$ cat src/rtl/mux_select_sequencer.sv
// rtl/mux_select_sequencer.sv - button-driven 2-bit mux select sequencer (manual step / auto scan)
// Optional MUX_SEL_BIDIR_EN adds a debounced btn_prev that steps the select downwards.
module mux_select_sequencer #(
  parameter int DEBOUNCE_CYCLES = 16,
  parameter int SCAN_DIV        = 1000
) (
  input  logic       clk,
  input  logic       rst_n,
  input  logic       ena,
  input  logic       btn_next,
  input  logic       btn_mode,
`ifdef MUX_SEL_BIDIR_EN
  input  logic       btn_prev,
`endif
  output logic [1:0] sel,
  output logic       sel_strobe,
  output logic       auto_mode
);

  localparam int CW = $clog2(DEBOUNCE_CYCLES + 1);
  localparam int PW = (SCAN_DIV > 2) ? $clog2(SCAN_DIV) : 1;

`ifdef MUX_SEL_BIDIR_EN
  localparam int NB = 3;
`else
  localparam int NB = 2;
`endif

  typedef enum logic {
    MANUAL = 1'b0,
    AUTO   = 1'b1
  } state_t;

  logic [NB-1:0] btn_raw;
  logic [NB-1:0] sync1_q, sync2_q;
  logic [NB-1:0] acc_q, acc_d;
  logic [NB-1:0] press_q, press_d;
  logic [CW-1:0] cnt_q [NB];
  logic [CW-1:0] cnt_d [NB];

  state_t        state_q, state_d;
  logic [1:0]    sel_q, sel_d;
  logic [PW-1:0] presc_q, presc_d;
  logic          strobe_q;
  logic          next_p, mode_p;

`ifdef MUX_SEL_BIDIR_EN
  logic          prev_p;
  assign btn_raw = {btn_prev, btn_mode, btn_next};
  assign prev_p  = press_q[2];
`else
  assign btn_raw = {btn_mode, btn_next};
`endif

  assign next_p = press_q[0];
  assign mode_p = press_q[1];

  // A counter that has reached the threshold flips the level on the following edge;
  // the press pulse is registered so the FSM acts one edge after acceptance.
  always_comb begin
    acc_d   = acc_q;
    press_d = '0;
    for (int b = 0; b < NB; b++) begin
      cnt_d[b] = cnt_q[b];
      if (cnt_q[b] == CW'(DEBOUNCE_CYCLES)) begin
        acc_d[b]   = ~acc_q[b];
        cnt_d[b]   = '0;
        press_d[b] = ~acc_q[b];
      end else if (sync2_q[b] != acc_q[b]) begin
        cnt_d[b] = cnt_q[b] + 1'b1;
      end else begin
        cnt_d[b] = '0;
      end
    end
  end

  always_comb begin
    state_d = state_q;
    sel_d   = sel_q;
    presc_d = presc_q;
    case (state_q)
      MANUAL: begin
        if (mode_p) begin
          state_d = AUTO;
          presc_d = '0;
        end else begin
`ifdef MUX_SEL_BIDIR_EN
          if (next_p && !prev_p) begin
            sel_d = sel_q + 2'd1;
          end else if (prev_p && !next_p) begin
            sel_d = sel_q - 2'd1;
          end
`else
          if (next_p) begin
            sel_d = sel_q + 2'd1;
          end
`endif
        end
      end
      AUTO: begin
        if (mode_p) begin
          state_d = MANUAL;
        end else if (presc_q == PW'(SCAN_DIV - 1)) begin
          presc_d = '0;
          sel_d   = sel_q + 2'd1;
        end else begin
          presc_d = presc_q + 1'b1;
        end
      end
      default: state_d = MANUAL;
    endcase
  end

  always_ff @(posedge clk or negedge rst_n) begin
    if (!rst_n) begin
      sync1_q  <= '0;
      sync2_q  <= '0;
      acc_q    <= '0;
      press_q  <= '0;
      for (int b = 0; b < NB; b++) begin
        cnt_q[b] <= '0;
      end
      state_q  <= MANUAL;
      sel_q    <= 2'd0;
      presc_q  <= '0;
      strobe_q <= 1'b0;
    end else begin
      strobe_q <= ena && (sel_d != sel_q);
      if (ena) begin
        sync1_q <= btn_raw;
        sync2_q <= sync1_q;
        acc_q   <= acc_d;
        press_q <= press_d;
        for (int b = 0; b < NB; b++) begin
          cnt_q[b] <= cnt_d[b];
        end
        state_q <= state_d;
        sel_q   <= sel_d;
        presc_q <= presc_d;
      end
    end
  end

  assign sel        = sel_q;
  assign sel_strobe = strobe_q & ena;
  assign auto_mode  = (state_q == AUTO);

endmodule

$ cat config.mk
export PLATFORM = sky130hd
export DESIGN_NAME = mux_select_sequencer
export DESIGN_NICKNAME = d
export VERILOG_FILES = /design/src/rtl/mux_select_sequencer.sv
export SDC_FILE = /design/constraint.sdc
export NUM_CORES = 1
export LEC_CHECK = 0
export ABC_CLOCK_PERIOD_IN_PS = 1600
export CELL_PAD_IN_SITES_DETAIL_PLACEMENT = 0
export CELL_PAD_IN_SITES_GLOBAL_PLACEMENT = 1
export CORE_AREA = 2 2 62 70
export CTS_BUF_LIST = sky130_fd_sc_hd__clkbuf_8
export DETAILED_ROUTE_END_ITERATION = 10
export DIE_AREA = 0 0 64 72
export PLACE_DENSITY = 0.71
export SLEW_MARGIN = 20
export SYNTH_ARGS = -nofsm -noshare
export SYNTH_HDL_FRONTEND = slang
export SYNTH_SLANG_ARGS = --single-unit
$ cat constraint.sdc
create_clock -name clk -period 1.6 [get_ports clk]
set_clock_uncertainty 0.2 [all_clocks]
set_input_delay 0.48 -clock clk [delete_from_list [all_inputs] [get_ports clk]]
set_output_delay 0.48 -clock clk [all_outputs]
set_load 0.05 [all_outputs]
==> metrics <==
Initial Util=42.3%; Core Footprint=3870 um^2; yosys warns=0; gpl congestion=0.856; final total power=0.00206 W; Worst Setup Start Kind=flip-flop; Root Driver=clkbuf_8; CP Data Arrival Time=1.76 ns; synthesis-stage register bit count=32; die outline width=64 um; post-synth top area share=48.8%; Post-synth EDFFs=0; crit path capture type=flip-flop; asr flop ratio synth=100%; Clock Sinks=32; vias in the first global route=1392; worst skew pair latency=0.28 ns; WHS=0.303 ns; Worst Path Required=1.61 ns; leading area contributor after synthesis=dfrtp_1; Cell Pwr Density=839 nW/um^2; Worst VDD drop=0.415 mV; first-pass GRT wire length=6.21 mm; pre-CTS setup slack=-0.503 ns; FF-to-FF setup slack=-0.15 ns; largest net degree at the start of global routing=33; Setup violations, final=16; crit path kind=reg -> reg; die area=4610 um^2; Post-DP Area=2040 um^2; TritonCTS clock tree=yes; unrepaired setup endpoints after global routing=yes; status=complete, but fails checks; antenna violations before repair=0; FMAX=571 MHz; Final Slew Violations=0; global route overflow=0; Yosys cell types=37; n_diodes=0; Clock Path Buffers=2; GRT Overall Usage=17.6%; syn_nets=168; Initial DRT Pass Iterations=4; synthesized area per cell=10.4 um^2; Crit Path Max Fanout=4; Routed wire per std cell=14.5 um; Top FF cell, synth=dfrtp_1; LEAKAGE=1.12 nW; Num CTS Buffers=5; number of I/O pins=9; final core utilization=63.3%; Post-Syn Area=1640 um^2; final WL=3.82 mm; die height=72 um; crit share post-route=109%; PortBufs=8; register area share after synthesis=48.8%; H-Tree Depth=2; failing checks=negative setup slack; actual slew at the worst max-slew pin=0.363 ns; DP HPWL=2.52 mm; layout cells sized above 1=47.9%; Via density=5.21; Post-Syn Instances=158; # Max-Cap Violations=0; worst hold path type=reg -> reg; Relative slew margins=75.7%; post-route design area=2450 um^2; CTS clock-pin slew for the worst setup and hold paths=0.07 ns; Final Hold Viols=0; via count=1369; antenna-violating nets left=0; hold-critical path depth=1; area grow syn2layout=49.6%; Reg2Reg Depth=6; FP Rows=24; final net count=220; 1st-iter DRT viols=52; Tmin final=1.75 ns; most area-consuming cells after synthesis=dfrtp_1 (49%), o21ai_0 (4.6%), ha_1 (3.8%); DRC viols=0; PnR worst setup slack=-0.150 ns
worst paths after layout:
kind,endpoint,start
min in group asynchronous,cnt_q[7],rst_n
hold reg to reg,cnt_q[4],cnt_q[4]
setup / recovery,presc_q[6],presc_q[0]
max in group asynchronous,sel[0],rst_n
setup reg to reg,presc_q[6],presc_q[0]
hold / removal,cnt_q[4],cnt_q[4]
kinds of logic (layout without fill, tap and decap cells):
kind of cell	count (synthesis)	in the layout	share of synthesized area, %
simple gates	60	60	21.6
compound gates	36	36	14.4
fa+ha+maj	5	5	3.81
mux	7	7	4.65
buf+inv	10	63	2.44
flops	32	32	48.8
xor+xnor	8	8	4.27
routing by layer:
layer  up-vias  global-route usage, %  routed length, um
met1       674                   18.8               1470
met5         -                      0                  0
li1        670                      -                  -
met4         0                   7.25                 95
met3         8                   4.19                100
met2        17                   33.0               2150
worst max-delay path: stages (launching register included):
cell and delay, ns:
dfrtp_1 0.42, ha_4 0.18, buf_4 0.13, and3_1 0.21, and3_2 0.23, o21ai_0 0.17, o2bb2ai_1 0.14
what timing repair did:
item / 4_1_cts / 5_1_grt
setup buffers: 6 / 9
endpoints found under the setup margin: 20 / 25
pin swaps: 12 / 12
hold buffers: 0 / 0
gates resized for setup: 26 / 34
Yosys cell counts (2+ instances only):
cell	instances
nor3_1	6
nand2_1	15
and4bb_2	2
and3_1	2
or2_1	2
nor2_1	3
nor3b_1	6
xor2_1	3
and3_2	2
mux2_2	5
nand3_1	10
mux2i_1	2
dfrtp_1	32
o2bb2ai_1	3
a21o_1	3
ha_1	5
and2_1	2
a21oi_1	4
o21ai_0	15
nand4b_1	2
o31ai_2	2
inv_1	7
o31ai_1	5
buf_2	2
nand2b_1	2
xnor2_1	5
cells in the final DEF (no fill, tap or decap), drive strengths merged:
cell type / Yosys / final
clkbuf: 1 / 7
inv: 7 / 7
o31a: 1 / 1
or2: 2 / 2
o32ai: 1 / 1
nor2b: 1 / 1
a21o: 3 / 3
o211ai: 1 / 1
o2bb2ai: 3 / 3
nand2b: 2 / 2
mux2i: 2 / 2
o31ai: 7 / 7
a21oi: 4 / 4
bufinv: 0 / 1
clkdlybuf4s50: 0 / 3
nor3: 6 / 6
and2: 3 / 3
mux2: 5 / 5
nand2: 15 / 15
buf: 2 / 45
and3: 4 / 4
o21ai: 16 / 16
nand3: 10 / 10
nand4b: 2 / 2
nand3b: 1 / 1
dfrtp: 32 / 32
xor2: 3 / 3
nand4: 2 / 2
ha: 5 / 5
nor2: 4 / 4
nor3b: 6 / 6
and4bb: 2 / 2
xnor2: 5 / 5
power by group:
part           internal [W]  switching (W)
sequential         0.000857      0.0000418
clock              0.000549       0.000297
combinational      0.000172       0.000142
total               0.00158       0.000481
metrics by stage:
| step | setup TNS (ns) | instances |
|---|---|---|
| final | -1.14 | 263 |
| after global routing | -2.48 | 263 |
| after CTS | -0.794 | 255 |
| after detailed placement | -10.33 | 241 |
| after global placement | -9.76 | 241 |
| after floorplan | -0.00828 | 158 |
final cells by class:
type | instances | area, um^2
clock inverters | 1 | 30.0
flip-flops and latches | 32 | 803
inverters | 7 | 26.3
multi-input cells | 116 | 977
repair buffers | 48 | 455
fillers | 308 | 1420
well taps | 52 | 65.1
clock buffers | 7 | 96.3
registers in the layout, summed over array words and instances, names as in the netlist, 2 cells and up:
name     flops
cnt_q       10
presc_q     10
acc_q        2
press_q      2
sel          2
sync1_q      2
sync2_q      2
(Power assumes the default switching activity.)
